===== config.mk =====
export PLATFORM = sky130hd
export DESIGN_NAME = uart_rx_frontend
export DESIGN_NICKNAME = d
export VERILOG_FILES = /design/src/rtl/uart_rx_frontend.sv
export SDC_FILE = /design/constraint.sdc
export NUM_CORES = 1
export LEC_CHECK = 0
export BUFFER_PORTS_ARGS = -buffer_cell sky130_fd_sc_hd__buf_2
export CAP_MARGIN = 15
export CORE_ASPECT_RATIO = 1.4
export CORE_MARGIN = 2
export CORE_UTILIZATION = 40
export DETAILED_ROUTE_END_ITERATION = 10
export PLACE_DENSITY = 0.57
export SLEW_MARGIN = 20
export SYNTH_ARGS = -nofsm -noshare
export SYNTH_HDL_FRONTEND = slang
export SYNTH_SLANG_ARGS = --single-unit

===== constraint.sdc =====
create_clock -name clk -period 2.25 [get_ports clk]
set_input_delay 0.225 -clock clk [delete_from_list [all_inputs] [get_ports clk]]
set_output_delay 0.225 -clock clk [all_outputs]
set_load 0.02 [all_outputs]

===== src/rtl/uart_rx_frontend.sv =====
// ---------------------------------------------------------------------------
// uart_rx_frontend
//
// Serial UART receiver in front of the controller's byte-level rx handshake.
// It synchronizes the pad line and frames 8N1 bytes LSB-first, using mid-bit
// sampling driven by a baud counter. Each good byte is presented in a
// one-deep holding register until the controller consumes it with rx_ready.
// Framing errors and overruns are reported as single-cycle pulses.
//
// Optional feature: define UART_RX_PARITY_EN to receive 8E1 frames.
// In that build, a PARITY state sits between DATA and STOP, and the extra
// output parity_err pulses instead of rx_valid when the parity check fails.
//
// Parameters:
//   CLKS_PER_BIT  clk cycles per UART bit (>= 4)
//   SYNC_STAGES   flops in the rx line synchronizer (>= 2)
//
// Ports:
//   clk          system clock
//   rst_n        asynchronous active-low reset
//   uart_rx      asynchronous serial line from pad, idle high
//   rx_enable    controller permits reception; low aborts back to IDLE
//   rx_ready     controller consumes the held byte this cycle
//   rx_data_out  received byte, stable while rx_valid=1
//   rx_valid     holding register full
//   frame_err    1-cycle pulse: stop bit sampled low
//   overrun      1-cycle pulse: byte completed while holding register full
//   parity_err   (UART_RX_PARITY_EN only) 1-cycle pulse: parity mismatch
// ---------------------------------------------------------------------------
module uart_rx_frontend #(
    parameter int CLKS_PER_BIT = 87,
    parameter int SYNC_STAGES  = 2
) (
    input  logic       clk,
    input  logic       rst_n,
    input  logic       uart_rx,
    input  logic       rx_enable,
    input  logic       rx_ready,
    output logic [7:0] rx_data_out,
    output logic       rx_valid,
    output logic       frame_err,
    output logic       overrun
`ifdef UART_RX_PARITY_EN
    ,
    output logic       parity_err
`endif
);

    localparam int BAUD_W = $clog2(CLKS_PER_BIT);
    localparam logic [BAUD_W-1:0] HALF     = BAUD_W'((CLKS_PER_BIT - 1) / 2);
    localparam logic [BAUD_W-1:0] BIT_END  = BAUD_W'(CLKS_PER_BIT - 1);
    localparam logic [BAUD_W-1:0] BAUD_ONE = BAUD_W'(1);

    localparam logic [2:0] S_IDLE   = 3'd0;
    localparam logic [2:0] S_START  = 3'd1;
    localparam logic [2:0] S_DATA   = 3'd2;
    localparam logic [2:0] S_STOP   = 3'd4;
    localparam logic [2:0] S_BREAK  = 3'd5;
`ifdef UART_RX_PARITY_EN
    localparam logic [2:0] S_PARITY = 3'd3;
`endif

    // Synchronizer: shifts toward the MSB. The last stage is the only copy of
    // the line that the state machine looks at.
    logic [SYNC_STAGES-1:0] sync_reg;
    logic                   rxs;

    assign rxs = sync_reg[SYNC_STAGES-1];

    always_ff @(posedge clk or negedge rst_n) begin
        if (!rst_n) begin
            sync_reg <= '1;
        end else begin
            sync_reg <= {sync_reg[SYNC_STAGES-2:0], uart_rx};
        end
    end

    logic [2:0]        state_reg,     state_next;
    logic [BAUD_W-1:0] baud_reg,      baud_next;
    logic [2:0]        bit_reg,       bit_next;
    logic [7:0]        shift_reg,     shift_next;
    logic [7:0]        data_reg,      data_next;
    logic              valid_reg,     valid_next;
    logic              frame_err_reg, frame_err_next;
    logic              overrun_reg,   overrun_next;
`ifdef UART_RX_PARITY_EN
    logic              parity_bad_reg, parity_bad_next;
    logic              parity_err_reg, parity_err_next;
`endif

    always_comb begin
        state_next     = state_reg;
        baud_next      = baud_reg;
        bit_next       = bit_reg;
        shift_next     = shift_reg;
        data_next      = data_reg;
        valid_next     = valid_reg;
        frame_err_next = 1'b0;
        overrun_next   = 1'b0;
`ifdef UART_RX_PARITY_EN
        parity_bad_next = parity_bad_reg;
        parity_err_next = 1'b0;
`endif

        // Consume. A commit on the same edge (STOP branch below) overrides
        // this and leaves the new byte valid.
        if (valid_reg && rx_ready) begin
            valid_next = 1'b0;
        end

        if (!rx_enable) begin
            // Abort: the partial byte is dropped silently. The holding
            // register is left alone.
            state_next = S_IDLE;
            baud_next  = '0;
            bit_next   = '0;
        end else begin
            case (state_reg)
                S_IDLE: begin
                    if (!rxs) begin
                        baud_next  = '0;
                        bit_next   = '0;
                        state_next = S_START;
                    end
                end

                S_START: begin
                    // Requalify the start bit half a bit in. This rejects
                    // short glitches and centres the later samples mid-bit.
                    if (baud_reg == HALF) begin
                        if (rxs) begin
                            state_next = S_IDLE;
                        end else begin
                            baud_next  = '0;
                            bit_next   = '0;
                            state_next = S_DATA;
                        end
                    end else begin
                        baud_next = baud_reg + BAUD_ONE;
                    end
                end

                S_DATA: begin
                    if (baud_reg == BIT_END) begin
                        baud_next  = '0;
                        shift_next = {rxs, shift_reg[7:1]};
                        bit_next   = bit_reg + 3'd1;
                        if (bit_reg == 3'd7) begin
`ifdef UART_RX_PARITY_EN
                            state_next = S_PARITY;
`else
                            state_next = S_STOP;
`endif
                        end
                    end else begin
                        baud_next = baud_reg + BAUD_ONE;
                    end
                end

`ifdef UART_RX_PARITY_EN
                S_PARITY: begin
                    // Even parity: the data bits XORed with the parity bit
                    // must come out as zero.
                    if (baud_reg == BIT_END) begin
                        baud_next       = '0;
                        parity_bad_next = ^{shift_reg, rxs};
                        state_next      = S_STOP;
                    end else begin
                        baud_next = baud_reg + BAUD_ONE;
                    end
                end
`endif

                S_STOP: begin
                    if (baud_reg == BIT_END) begin
                        baud_next = '0;
                        if (!rxs) begin
                            // A stop error outranks a parity error.
                            frame_err_next = 1'b1;
                            state_next     = S_BREAK;
                        end else begin
                            // Back to IDLE at mid-stop. The half bit left
                            // over absorbs baud mismatch with the sender.
                            state_next = S_IDLE;
`ifdef UART_RX_PARITY_EN
                            if (parity_bad_reg) begin
                                parity_err_next = 1'b1;
                            end else
`endif
                            if (!valid_reg || rx_ready) begin
                                data_next  = shift_reg;
                                valid_next = 1'b1;
                            end else begin
                                overrun_next = 1'b1;
                            end
                        end
                    end else begin
                        baud_next = baud_reg + BAUD_ONE;
                    end
                end

                S_BREAK: begin
                    // A line held low must go high before a new start edge
                    // is accepted.
                    if (rxs) begin
                        state_next = S_IDLE;
                    end
                end

                default: begin
                    state_next = S_IDLE;
                end
            endcase
        end
    end

    always_ff @(posedge clk or negedge rst_n) begin
        if (!rst_n) begin
            state_reg      <= S_IDLE;
            baud_reg       <= '0;
            bit_reg        <= '0;
            shift_reg      <= '0;
            data_reg       <= '0;
            valid_reg      <= 1'b0;
            frame_err_reg  <= 1'b0;
            overrun_reg    <= 1'b0;
`ifdef UART_RX_PARITY_EN
            parity_bad_reg <= 1'b0;
            parity_err_reg <= 1'b0;
`endif
        end else begin
            state_reg      <= state_next;
            baud_reg       <= baud_next;
            bit_reg        <= bit_next;
            shift_reg      <= shift_next;
            data_reg       <= data_next;
            valid_reg      <= valid_next;
            frame_err_reg  <= frame_err_next;
            overrun_reg    <= overrun_next;
`ifdef UART_RX_PARITY_EN
            parity_bad_reg <= parity_bad_next;
            parity_err_reg <= parity_err_next;
`endif
        end
    end

    assign rx_data_out = data_reg;
    assign rx_valid    = valid_reg;
    assign frame_err   = frame_err_reg;
    assign overrun     = overrun_reg;
`ifdef UART_RX_PARITY_EN
    assign parity_err  = parity_err_reg;
`endif

endmodule


==> results of run 1 <==
power by group:
part           leakage [nW]  internal (W)  total (W)  switching [W]
sequential            0.466      0.000625   0.000648      0.0000238
combinational         0.475     0.0000482   0.000117      0.0000686
clock                0.0472      0.000246   0.000464       0.000219
total                 0.988      0.000918    0.00123       0.000311
cell usage after synthesis, types with 3 or more instances:
library cell,instances
and3_1,3
nor2_1,8
a22o_1,6
clkbuf_1,6
nand3_1,6
ha_1,4
nor2b_1,3
mux2_1,8
nor3b_1,4
nand2_1,17
nand2b_1,5
o211ai_1,3
a211o_1,3
mux2_2,9
o21ai_0,6
dfrtp_1,32
o21ai_1,3
cell usage in the layout (no fill, tap or decap), drive strengths merged, types with 2 or more instances in the layout:
master / count
dfrtp: 32
buf: 20
nand2: 17
mux2: 17
o21ai: 10
nor2: 9
nand3: 6
a22o: 6
clkbuf: 6
nand2b: 5
ha: 4
nor3b: 4
o211ai: 4
nor2b: 3
and3: 3
a211o: 3
a21oi: 3
nor3: 2
o2111ai: 2
or2: 2
o31ai: 2
xor2: 2
dfstp: 2
worst max-delay path, stage by stage (launching register included):
cell and delay, ns:
dfrtp_1 0.44, nand4bb_2 0.38, nor2_4 0.15, nand4_1 0.14, nand2b_1 0.36, mux2_1 0.39
area by class of cell:
class                           instances  area (um^2)  share of cell area [%]
Clock buffer                            6        82.58                   4.156
Clock inverter                          2        12.51                  0.6297
Inverter                                1        3.754                  0.1889
Multi-Input combinational cell        116        865.8                   43.58
Sequential cell                        34        853.3                   42.95
Tap cell                               45        56.30                   2.834
Timing Repair Buffer                   20        112.6                   5.667
routing by layer:
layer / global-route usage [%] / part of all wire, % / vias to the layer above
li1: - / - / 614
met4: 10.22 / 2.5 / 0
met3: 4.984 / 3.6 / 8
met5: 0 / 0 / -
met2: 25.98 / 53 / 23
met1: 16.32 / 41 / 607
cells by family (layout without fill, tap and decap cells):
family                   after synthesis  in the layout
adder cells (fa/ha/maj)                4              4
AO/OA/AOI/OAI                         34             34
multiplexers                          18             18
XOR/XNOR                               3              3
buffers and inverters                  8             29
AND/OR/NAND/NOR                       57             57
flip-flops                            34             34
final timing paths:
check                            endpoint  slack [ns]  depth (start not counted)
max                        rx_data_out[0]        0.26                          5
min                        rx_data_out[5]       -0.01                          1
max reg2reg                rx_data_out[0]        0.26                          5
min reg2reg                   sync_reg[1]        0.36                          0
max in group asynchronous     baud_reg[2]        1.79                          1
min in group clk              sync_reg[0]        0.03                          1
through the flow:
| stage | area [um^2] | instances |
|---|---|---|
| global route | 1987 | 224 |
| global placement | 1887 | 216 |
| CTS | 1982 | 224 |
| detailed placement | 1887 | 216 |
| floorplan | 1745 | 158 |
| finish | 1987 | 224 |
repair_timing:
| action | 4_1_cts | 5_1_grt |
|---|---|---|
| hold buffers | 0 | 0 |
| resized for setup | 0 | 1 |
| hold endpoints to repair | 0 | 0 |
| endpoints found under the setup margin | 0 | 1 |
==> results.toml, run 1 <==
[status]
status = "finished with violations"
violations = "hold timing"

[worst_setup_path]
crit_start = "baud_reg[3]"
required_ns = 2.42
crit_fanout = 8
endpoint_kind = "flop"
crit_arrival_ns = 2.15
startpoint_type = "flop"
crit_type = "reg2reg"
r2r_start = "baud_reg[3]"

[flow_run]
max_cap_violations = 0

[routing]
drt-total-wl_um = 3306
vias = 1252
viasPerCell = 5.589
drc = 0
avgRoutedWirePerCell_um = 14.76
dr.pass1.iters = 4
drtAntennaViolNets = 0
drt_iter0_markers = 33

[sta]
slew_headroom_pct = 51.94
period_needed_ns = 1.988
clock.fmax_mhz = 503.1
fin_tns_setup_ns = 0
rsz0062_at_grt = "false"
finClkSkew_ns = 0.004188
fin_hold_ws_ns = -0.01053
timing.final.max_slew_violations = 0
finalHoldViolCount = 15
worst_pin_slew_ns = 0.7209
layout_setup_ws_ns = 0.2623
setup_viol = 0
min_period_over_period_pct = 88.34

[yosys]
muxShareOfSynthArea_pct = 11.54
synth_cell_types = 42
ys_seq_area_share_pct = 48.89
synth_top_area_share_pct = 45.88
syn_area_um2 = 1745
yosys_warnings = 0
synthAdderAreaFrac_pct = 2.867
syn_inst = 158
synthTopCellsByArea = "dfrtp_1, mux2_2, mux2_1"
synth_edf_count = 0
postSynthAreaPerCell_um2 = 11.05
synthSimpleGateAreaFrac_pct = 18.14
yosysTopAreaCell = "dfrtp_1"
ys_seq_elements = 34
synthXorXnorAreaFrac_pct = 1.505
async_flop_share_pct = 100.0
synth_nets = 167
synth_top_flop_cell = "dfrtp_1"
synth_top_family_by_area = "simple AND/OR/NAND/NOR gates"
synth_compound_area_share_pct = 15.27

[placement]
dp_slack_ns = 0.2251
gp_congestion = 0.8793
port_buffers = 15
dp_hpwl_um = 2454

[cts]
cts_setup_buffers = 0
clock_path_buffers = 2
clock_latency_ns = 0.29
cts.sinks = 34
htree_levels = 2
cts_buffers = 5
root_buffer = "clkbuf_8"
clk_pin_slew_ns = 0.07
cts_tree = "done"

[power_and_ir_drop]
total_power_w = 0.001230
pwr_density_cell_nw_per_um2 = 618.9
leakagePower_nw = 0.9883
ir_drop_mv = 0.3814

[die]
fp.dieW_um = 59.83
die_h_um = 82.16
initial_core_util_pct = 41.52
ios = 16
dieArea_um2 = 4916
core_area_um2 = 4204
rows = 28

[finish]
drive_above_1_share_pct = 26.82
final_util_pct = 47.26
num_antenna_cells = 0
syn_to_final_growth_pct = 13.84
nets = 187
nFillCells = 390

[grt]
grt_pass1_vias = 1282
gr-total-overflow = 0
antenna_found_initial = 0
grt_pass1_wl_um = 5699
grt_max_degree = 35
grt_usage_pct = 15.52

[hold_path]
hp-class = "in2async"
Power figures use the tool's default switching activity.
==> inputs of run 2 (changes only) <==
--- a/config.mk
+++ b/config.mk
@@ -5,6 +5,7 @@
 export SDC_FILE = /design/constraint.sdc
 export NUM_CORES = 1
 export LEC_CHECK = 0
+export ABC_AREA = 1
 export BUFFER_PORTS_ARGS = -buffer_cell sky130_fd_sc_hd__buf_2
 export CAP_MARGIN = 15
 export CORE_ASPECT_RATIO = 1.4
==> results.toml, run 2 <==
[status]
status = "completed"

[sta]
period_needed_ns = 1.715
rsz0062_at_grt = "false"
fin_hold_ws_ns = 0.009887
slew_headroom_pct = 49.30
timing.final.max_slew_violations = 0
clock.fmax_mhz = 583.0
worst_pin_slew_ns = 0.7605
fin_tns_setup_ns = 0
min_period_over_period_pct = 76.23
finClkSkew_ns = 0.002970
setup_viol = 0
finalHoldViolCount = 0

[routing]
dr.pass1.iters = 4
drt-total-wl_um = 3354
drc = 0
drtAntennaViolNets = 0
drt_iter0_markers = 67
vias = 1442
avgRoutedWirePerCell_um = 10.96
viasPerCell = 4.712

[die]
dieArea_um2 = 5045
fp.dieW_um = 60.61
ios = 16
initial_core_util_pct = 41.98
core_area_um2 = 4274
die_h_um = 83.25
rows = 28

[finish]
nFillCells = 458
register_area_um2 = 853.3
multi_input_area_um2 = 810.8
nets = 254
num_antenna_cells = 0
drive_above_1_share_pct = 17.89
mostFrequentLayoutCells = "nand2_1, dfrtp_1, inv_1, nor2_1, o21ai_0"
fin_area_um2 = 2014
layout_commonest_cell = "nand2_1"
syn_to_final_growth_pct = 12.27

[yosys]
yosys_warnings = 0
ys_seq_elements = 34
synth_common_cells = "nand2_1, dfrtp_1, inv_1"
synth_nets = 235
syn_inst = 226
synth_cell_types = 26
async_flop_share_pct = 100.0
postSynthAreaPerCell_um2 = 7.939
ys_seq_area_share_pct = 47.56
synth_top_area_share_pct = 44.63
yosysMostFrequentCell = "nand2_1"
synth_top_flop_cell = "dfrtp_1"
synth_edf_count = 0
yosysTopAreaCell = "dfrtp_1"
syn_area_um2 = 1794
synthTopCellsByArea = "dfrtp_1, nand2_1, inv_1"

[grt]
grt_pass1_vias = 1257
grt_max_degree = 35
grt_pass1_wl_um = 5637
grt_usage_pct = 14.93
gr-total-overflow = 0
antenna_found_initial = 0

[worst_setup_path]
crit_type = "reg2reg"
crit_fanout = 15
crit_arrival_ns = 1.89
required_ns = 2.42
startpoint_type = "flop"
reg2regPathDepth = 9
endpoint_kind = "flop"

[power_and_ir_drop]
total_power_w = 0.001543
pwr_density_cell_nw_per_um2 = 766.0
leakagePower_nw = 1.048
ir_drop_mv = 0.4186

[hold_path]
hp-class = "in2async"

[cts]
cts_buffers = 5
clock_latency_ns = 0.28
cts.sinks = 34
clock_path_buffers = 2
htree_levels = 2
cts_tree = "done"
hold_buffers = 0
ctsResizeCount = 0
root_buffer = "clkbuf_8"
clk_pin_slew_ns = 0.07
cts_setup_buffers = 0

[placement]
port_buffers = 15
gp_congestion = 0.9244
dpl_cell_area_um2 = 1923
dp_hpwl_um = 2458

[flow_run]
max_cap_violations = 0
## run 2: final cells by class
cell class	instances	share of cell area (%)
sequential	34	42.36
multi-input combinational	160	40.25
inverter	29	5.404
clock buffer	7	4.286
timing repair buffer	15	3.727
tap	60	3.727
clock inverter	1	0.2484
## run 2: power by group
group / switching, W / leakage (nW) / internal, W
Sequential: 0.0000514 / 0.465 / 0.000653
Combinational: 0.000260 / 0.535 / 0.000114
Clock: 0.000217 / 0.0482 / 0.000247
## run 2: routing by layer
metal,track usage [%],vias to the layer above,part of all wire (%)
met2,24.14,26,50
met5,0,-,0
met1,17.57,657,44
li1,-,752,-
met3,4.206,7,3.4
met4,7.115,0,2.5
## run 2: critical path, stage by stage (launching register included)
cell	delay, ns
dfrtp_1	0.42
inv_1	0.09
ha_1	0.15
nand2_1	0.05
inv_1	0.12
nand3_4	0.13
nor3_4	0.18
nand2_2	0.24
nand2_1	0.15
o21ai_2	0.06
## run 2: final timing paths
kind	slack, ns	start	endpoint
max	0.53	baud_reg[0]	rx_data_out[3]
min	0.01	rst_n	rx_valid
max reg2reg	0.53	baud_reg[0]	rx_data_out[3]
min reg2reg	0.36	sync_reg[0]	sync_reg[1]
max in group asynchronous	1.76	rst_n	shift_reg[7]
min in group clk	0.03	uart_rx	sync_reg[0]
## run 2: stage by stage
stage	cells	utilization [%]	setup slack [ns]
after floorplan	226	-	0.7334
after global routing	306	47.13	0.3855
final	306	47.13	0.5348
after CTS	306	47.13	0.5016
after detailed placement	298	44.99	0.5226
after global placement	298	44.99	0.5296
## run 2: cells by family after synthesis
logic type	after synthesis	share of synthesized area [%]
simple gates	126	32.43
buf+inv	32	7.253
fa+ha+maj	4	2.790
compound gates	30	9.973
flops	34	47.56
